**config.mk**
```make
export PLATFORM = sky130hd
export DESIGN_NAME = wb_queue
export DESIGN_NICKNAME = d
export VERILOG_FILES = /design/src/rtl/wbq_pkg.sv /design/src/rtl/wbq_fifo.sv /design/src/rtl/wb_queue.sv
export SDC_FILE = /design/constraint.sdc
export NUM_CORES = 1
export LEC_CHECK = 0
export ABC_AREA = 1
export CAP_MARGIN = 5
export CORE_ASPECT_RATIO = 0.75
export CORE_MARGIN = 2
export CORE_UTILIZATION = 50
export DETAILED_ROUTE_END_ITERATION = 10
export GPL_TIMING_DRIVEN = 0
export PLACE_DENSITY = 0.77
export RECOVER_POWER = 100
export SLEW_MARGIN = 40
export SYNTH_ARGS = -nofsm -noshare
export SYNTH_HDL_FRONTEND = slang
export SYNTH_SLANG_ARGS = --single-unit
export TNS_END_PERCENT = 20
```
**constraint.sdc**
```tcl
create_clock -name clk -period 7.7 [get_ports clk]
set_clock_uncertainty 0.05 [all_clocks]
set_input_delay 0.77 -clock clk [delete_from_list [all_inputs] [get_ports clk]]
set_output_delay 0.77 -clock clk [all_outputs]
set_load 0.01 [all_outputs]
```
**src/rtl/wbq_pkg.sv**
```systemverilog
// Shared types for the write-back queue: the queued entry, register count and starvation FSM states.
package wbq_pkg;

    localparam int WBQ_DATA_W = 32;
    localparam int NUM_REGS   = 32;

    typedef struct packed {
        logic                  fpoint;
        logic [4:0]            rd;
        logic [WBQ_DATA_W-1:0] data;
    } wb_entry_t;

    typedef enum logic [0:0] {
        RUN   = 1'b0,
        STALL = 1'b1
    } wbq_state_t;

    // Integer r0 is hard-wired to zero, so writes and reservations to it are meaningless.
    function automatic logic is_int_r0(input logic fpoint, input logic [4:0] rd);
        return !fpoint && (rd == 5'd0);
    endfunction

endpackage

```
**src/rtl/wbq_fifo.sv**
```systemverilog
// Circular FIFO of wb_entry_t with a combinational head view, so the consumer can
// present and pop the oldest entry in the same cycle.
module wbq_fifo
    import wbq_pkg::*;
#(
    parameter int DEPTH = 4
) (
    input  logic      clk,
    input  logic      rst,
    input  logic      push,
    input  logic      pop,
    input  wb_entry_t wr_entry,
    output wb_entry_t head,
    output logic      full,
    output logic      empty
);

    localparam int PTR_W = $clog2(DEPTH);
    localparam int CNT_W = PTR_W + 1;

    wb_entry_t          mem_q [DEPTH];
    logic [PTR_W-1:0]   wr_ptr_q, wr_ptr_d;
    logic [PTR_W-1:0]   rd_ptr_q, rd_ptr_d;
    logic [CNT_W-1:0]   count_q, count_d;
    logic               do_push;
    logic               do_pop;

    assign full    = (count_q == CNT_W'(DEPTH));
    assign empty   = (count_q == '0);
    assign do_push = push && !full;
    assign do_pop  = pop && !empty;
    assign head    = mem_q[rd_ptr_q];

    // Storage carries no reset: stale slots are never visible once the count is cleared.
    always_ff @(posedge clk) begin
        if (do_push) begin
            mem_q[wr_ptr_q] <= wr_entry;
        end
    end

    always_comb begin
        wr_ptr_d = wr_ptr_q;
        rd_ptr_d = rd_ptr_q;
        count_d  = count_q;
        if (do_push) begin
            wr_ptr_d = wr_ptr_q + PTR_W'(1);
        end
        if (do_pop) begin
            rd_ptr_d = rd_ptr_q + PTR_W'(1);
        end
        case ({do_push, do_pop})
            2'b10:   count_d = count_q + CNT_W'(1);
            2'b01:   count_d = count_q - CNT_W'(1);
            default: count_d = count_q;
        endcase
    end

    always_ff @(posedge clk or posedge rst) begin
        if (rst) begin
            wr_ptr_q <= '0;
            rd_ptr_q <= '0;
            count_q  <= '0;
        end else begin
            wr_ptr_q <= wr_ptr_d;
            rd_ptr_q <= rd_ptr_d;
            count_q  <= count_d;
        end
    end

endmodule

```
**src/rtl/wb_queue.sv**
```systemverilog
// Write-back queue for long-latency results, sharing the register-file write port with the datapath.
// Optional same-cycle bypass of an empty queue is enabled by defining WBQ_BYPASS_EN.
module wb_queue
    import wbq_pkg::*;
#(
    parameter int DEPTH     = 4,
    parameter int DATA_W    = WBQ_DATA_W,
    parameter int STALL_MAX = 8
) (
    input  logic              clk,
    input  logic              rst,
    input  logic              in_valid,
    output logic              in_ready,
    input  logic              in_fpoint,
    input  logic [4:0]        in_reg,
    input  logic [DATA_W-1:0] in_data,
    input  logic              dp_write,
    input  logic              rsv_valid,
    input  logic              rsv_fpoint,
    input  logic [4:0]        rsv_reg,
    output logic              wb_write,
    output logic              wb_regdst,
    output logic              wb_fpoint,
    output logic [4:0]        wb_rd,
    output logic [DATA_W-1:0] wb_data,
    output logic [31:0]       busy_int,
    output logic [31:0]       busy_fp,
    output logic              stall_req
);

    localparam logic [0:0] S_RUN   = RUN;
    localparam logic [0:0] S_STALL = STALL;
    localparam int         CNT_W   = $clog2(STALL_MAX) + 1;

    wb_entry_t          in_entry;
    wb_entry_t          head;
    logic               full;
    logic               empty;
    logic               push_fire;
    logic               in_is_r0;
    logic               bypass;
    logic               fifo_push;
    logic               fifo_pop;

    logic [NUM_REGS-1:0] busy_int_q, busy_int_d;
    logic [NUM_REGS-1:0] busy_fp_q, busy_fp_d;
    logic [NUM_REGS-1:0] set_int, set_fp, clr_int, clr_fp;

    logic [0:0]         state_q, state_d;
    logic [CNT_W-1:0]   cnt_q, cnt_d;

    assign in_entry  = '{fpoint: in_fpoint, rd: in_reg, data: in_data};
    assign in_ready  = !full;
    assign push_fire = in_valid && in_ready;
    assign in_is_r0  = is_int_r0(in_fpoint, in_reg);
    assign fifo_pop  = !empty && !dp_write;

`ifdef WBQ_BYPASS_EN
    assign bypass = push_fire && !in_is_r0 && empty && !dp_write;
`else
    assign bypass = 1'b0;
`endif

    assign fifo_push = push_fire && !in_is_r0 && !bypass;

    wbq_fifo #(
        .DEPTH (DEPTH)
    ) u_fifo (
        .clk      (clk),
        .rst      (rst),
        .push     (fifo_push),
        .pop      (fifo_pop),
        .wr_entry (in_entry),
        .head     (head),
        .full     (full),
        .empty    (empty)
    );

    // Port mux: queued head when the datapath is idle, else (bypass) the live input.
    always_comb begin
        wb_write  = 1'b0;
        wb_fpoint = 1'b0;
        wb_rd     = '0;
        wb_data   = '0;
        if (fifo_pop) begin
            wb_write  = 1'b1;
            wb_fpoint = head.fpoint;
            wb_rd     = head.rd;
            wb_data   = head.data;
        end else if (bypass) begin
            wb_write  = 1'b1;
            wb_fpoint = in_fpoint;
            wb_rd     = in_reg;
            wb_data   = in_data;
        end
    end

    assign wb_regdst = 1'b1;

    // Clears follow the actual write, so bypassed results release their register too.
    genvar gi;
    generate
        for (gi = 0; gi < NUM_REGS; gi++) begin : g_busy
            assign set_int[gi] = rsv_valid && !rsv_fpoint && (rsv_reg == 5'(gi)) && (gi != 0);
            assign set_fp[gi]  = rsv_valid && rsv_fpoint && (rsv_reg == 5'(gi));
            assign clr_int[gi] = wb_write && !wb_fpoint && (wb_rd == 5'(gi));
            assign clr_fp[gi]  = wb_write && wb_fpoint && (wb_rd == 5'(gi));
        end
    endgenerate

    assign busy_int_d = (busy_int_q & ~clr_int) | set_int;
    assign busy_fp_d  = (busy_fp_q & ~clr_fp) | set_fp;

    always_comb begin
        state_d = state_q;
        cnt_d   = cnt_q;
        case (state_q)
            S_RUN: begin
                if (fifo_pop || empty) begin
                    cnt_d = '0;
                end else if (cnt_q == CNT_W'(STALL_MAX - 1)) begin
                    state_d = S_STALL;
                    cnt_d   = '0;
                end else begin
                    cnt_d = cnt_q + CNT_W'(1);
                end
            end
            S_STALL: begin
                if (fifo_pop || empty) begin
                    state_d = S_RUN;
                    cnt_d   = '0;
                end
            end
            default: begin
                state_d = S_RUN;
                cnt_d   = '0;
            end
        endcase
    end

    always_ff @(posedge clk or posedge rst) begin
        if (rst) begin
            busy_int_q <= '0;
            busy_fp_q  <= '0;
            state_q    <= S_RUN;
            cnt_q      <= '0;
        end else begin
            busy_int_q <= busy_int_d;
            busy_fp_q  <= busy_fp_d;
            state_q    <= state_d;
            cnt_q      <= cnt_d;
        end
    end

    assign busy_int  = busy_int_q;
    assign busy_fp   = busy_fp_q;
    assign stall_req = (state_q == S_STALL);

endmodule

```
==> results.md <==
* CP Depth at 6
* Worst slew margin at -46.20%
* Clock Latency Late Sink at roughly 500 ps
* Power Total at roughly 4.7 mW
* Reg2reg path depth at 6
* Hold path cells at 2
* Port bufs at between 150 and 200
* Largest cells by area after synthesis: edfxtp_1 45%, dfrtp_1 19%, nand2_1 6.2%
* CTS HTree Levels at 1
* Crit start category: input port
* Tcrit/Tclk final at approximately 60%
* Max clock buf depth at 3
* Final Hold Fails at 0
* Crit path buf inv count at 4
* Worst Setup End Kind: output port
* Crit path max-delay cell type: dlygate4sd3_1
* Post-synthesis simple-gate area fraction at about a quarter
* Static Leak at approximately 5.1 nW
* Tightest Pin Transition at roughly 2200 ps
* CP peak stage delay at about 700 ps
* Post-route ant nets at 0
* Placer Congestion at 0.9913
* Detail-routed via count per cell at between 5 and 6
* Largest net degree at the start of global routing at 42
* CP top delay family: buffers and inverters
* Outcome: finished with violations
* Cells after Synth at around 940
* Overall routing resource usage at about a quarter
* Seq/Total Area, Yosys at between 60 and 70%
* Starting Density at roughly half
* Tmin final at roughly 4700 ps
* Max Clock Freq at 0.2135 GHz
* Most frequent cells in the layout: 169 x nand2_1, 162 x nor2_1, 152 x edfxtp_1, 140 x dlygate4sd3_1, 120 x nand3_1
* Area growth syn-to-layout at 25.65%
* Total of max-cap violations at 2
* TritonCTS clock tree: done
* Via count of the first global-routing pass at 7270
* Compound-gate portion of the synthesized area at between 5 and 6%
* DR iter-0 viols at ~800
* Data arrival, critical path at around 3900 ps
* Worst hold path class: flip-flop to flip-flop
* Adder-cell share of the synthesized area at 0.9476%
* Die area at around 0.021 mm²
* Grt ovf at 0
* CP Cell Sequence: dlygate4sd3_1 -> a21oi_1 -> nand3_1 -> inv_1 -> clkbuf_1 -> dlygate4sd3_1
* Total negative slack at 0 ps
* Max IR drop VDD at 0.1971 mV
* Die Y at around 130 µm
* Synthesized flop and latch total at around 230
* Largest family of logic cells by synthesized area: simple AND/OR/NAND/NOR gates
* Die Wd at roughly 170 µm
* Failing checks: capacitance limit, slew limit
* Num rows at 44
* Mean Syn Cell Area at about 11 µm²
* Syn nets at around 1000
* PD cells at ~380 mW/mm²
* Synth cell types at 34
* Drt first pass iters at 5
* Final #Nets at around 1200
* Non-Filler Instances at 1400
* Share of cells above drive strength 1 at 9.091%
* WL final at between 20000 and 30000 µm
* Number of CTS-inserted buffers at 22
* Commonest non-fill, non-tap cell in the layout: nand2_1
* WL/cell at ~19 µm
* Final setup fails at 0
* Post-CTS Setup Bufs at 0
* I/O pin total at between 150 and 200
* Vias at 7693
* Dpl cells at approximately 1400
* Max-slew violations at 79
* Area leader, netlist: edfxtp_1
* Synth warn at 0
* Core area at 0.01949 mm²
* Hold_buf cts at 0
* Synthesized area at roughly 0.01 mm²
* Synth Area in XOR/XNOR at less than 1%
* Yosys top cell area share at a little under half
* Final design utilization at roughly two thirds
* WP data required at just under 7000 ps
* Clock sinks at roughly 230
* Initial antenna violation count at 3
* Mux share of post-synthesis cell area at 0%
* Drt drc at 0
* HPWL Detailed at 18370 µm
* Crit-path max FO at 10
* Critical setup path kind: input port to output port
* RSZ-0062 raised after global routing: no
* Clock-pin slew on the worst setup and hold paths at 60 ps
* Post-CTS Resized at 0
* First-pass GRT wire length at ~40000 µm
* CTS Root Cell: clkbuf_16
* CP most frequent cell: dlygate4sd3_1
## cell usage after synthesis
library cell,instances
nor2_8,2
nand2_2,7
buf_6,5
o32ai_1,1
conb_1,1
xnor2_1,1
nor2_4,18
o21ai_1,1
a21oi_2,1
or2_2,2
a21oi_1,37
nand4_1,9
nor3_1,1
ha_1,6
buf_4,7
inv_1,26
fa_1,1
inv_2,3
a21oi_4,2
nor4_1,1
nand2_4,9
buf_1,5
clkbuf_1,20
nor2_1,158
dfrtp_1,76
o21ai_0,66
buf_2,16
o21ai_2,1
edfxtp_1,152
xor2_1,5
nand3_2,15
nand3_1,119
nand2_1,167
nor2_2,2
## state kept, by name (all words and copies together) (netlist names)
signal and flops:
u_fifo.mem_q 152, busy_fp 32, busy_int 32, cnt_q 4, u_fifo.count_q 3, u_fifo.rd_ptr_q 2, u_fifo.wr_ptr_q 2, stall_req 1
## worst paths after layout
| check | from | slack (ps) | endpoint |
|---|---|---|---|
| max in group asynchronous | rst | 3860 | busy_fp[29] |
| worst max-delay path | dp_write | 3020 | wb_rd[4] |
| worst min register to register | busy_fp[6] | 420 | busy_fp[6] |
| min in group asynchronous | rst | 1070 | busy_fp[16] |
| worst min-delay path | busy_fp[6] | 420 | busy_fp[6] |
| worst max register to register | u_fifo.count_q[0] | 3980 | u_fifo.mem_q[0][23] |
## where the power goes
part           internal, mW  total [mW]  switching [mW]
combinational         0.647        1.83            1.18
clock                 0.714        1.17           0.454
sequential             1.62        1.75           0.128
## kinds of logic (layout without fill, tap and decap cells)
family | after synthesis | in the layout
compound gates | 109 | 109
xor+xnor | 6 | 6
fa+ha+maj | 7 | 7
buf+inv | 82 | 283
flops | 228 | 228
other cells | 1 | 4
simple gates | 510 | 510
## cell type report
cell class                      count  area (µm²)
Multi-Input combinational cell    633        3109
Inverter                           29       110.1
Clock inverter                     12       192.7
Sequential cell                   228        6466
Antenna cell                        3       7.507
Timing Repair Buffer              162        1565
Fill cell                        1532        6880
Clock buffer                       27       590.6
Tap cell                          253       316.6
Buffer                             53       250.2
## worst min-delay path: cells and delay by family (launching register included)
family,cells,cell delay [ps]
AND/OR/NAND/NOR,2,100
flip-flops,1,340
## routing by layer
metal / global-route usage (%) / wire (µm) / vias up
met5: 0 / 0 / -
met4: 7.417 / 719 / 0
met3: 4.337 / 2157 / 53
met2: 36.08 / 11590 / 380
met1: 37.64 / 11780 / 3672
li1: - / - / 3588
## metrics by stage
step                      cell area [µm²]  hold WS, ps  worst slack [ps]
after floorplan                     10030        417.9              4509
after global placement              11880        403.5              2597
after detailed placement            12130        405.8              4087
after CTS                           12920        422.9              4082
after global routing                12610        435.7              2849
final                               12610        415.1              3015
(Power assumes the default switching activity.)
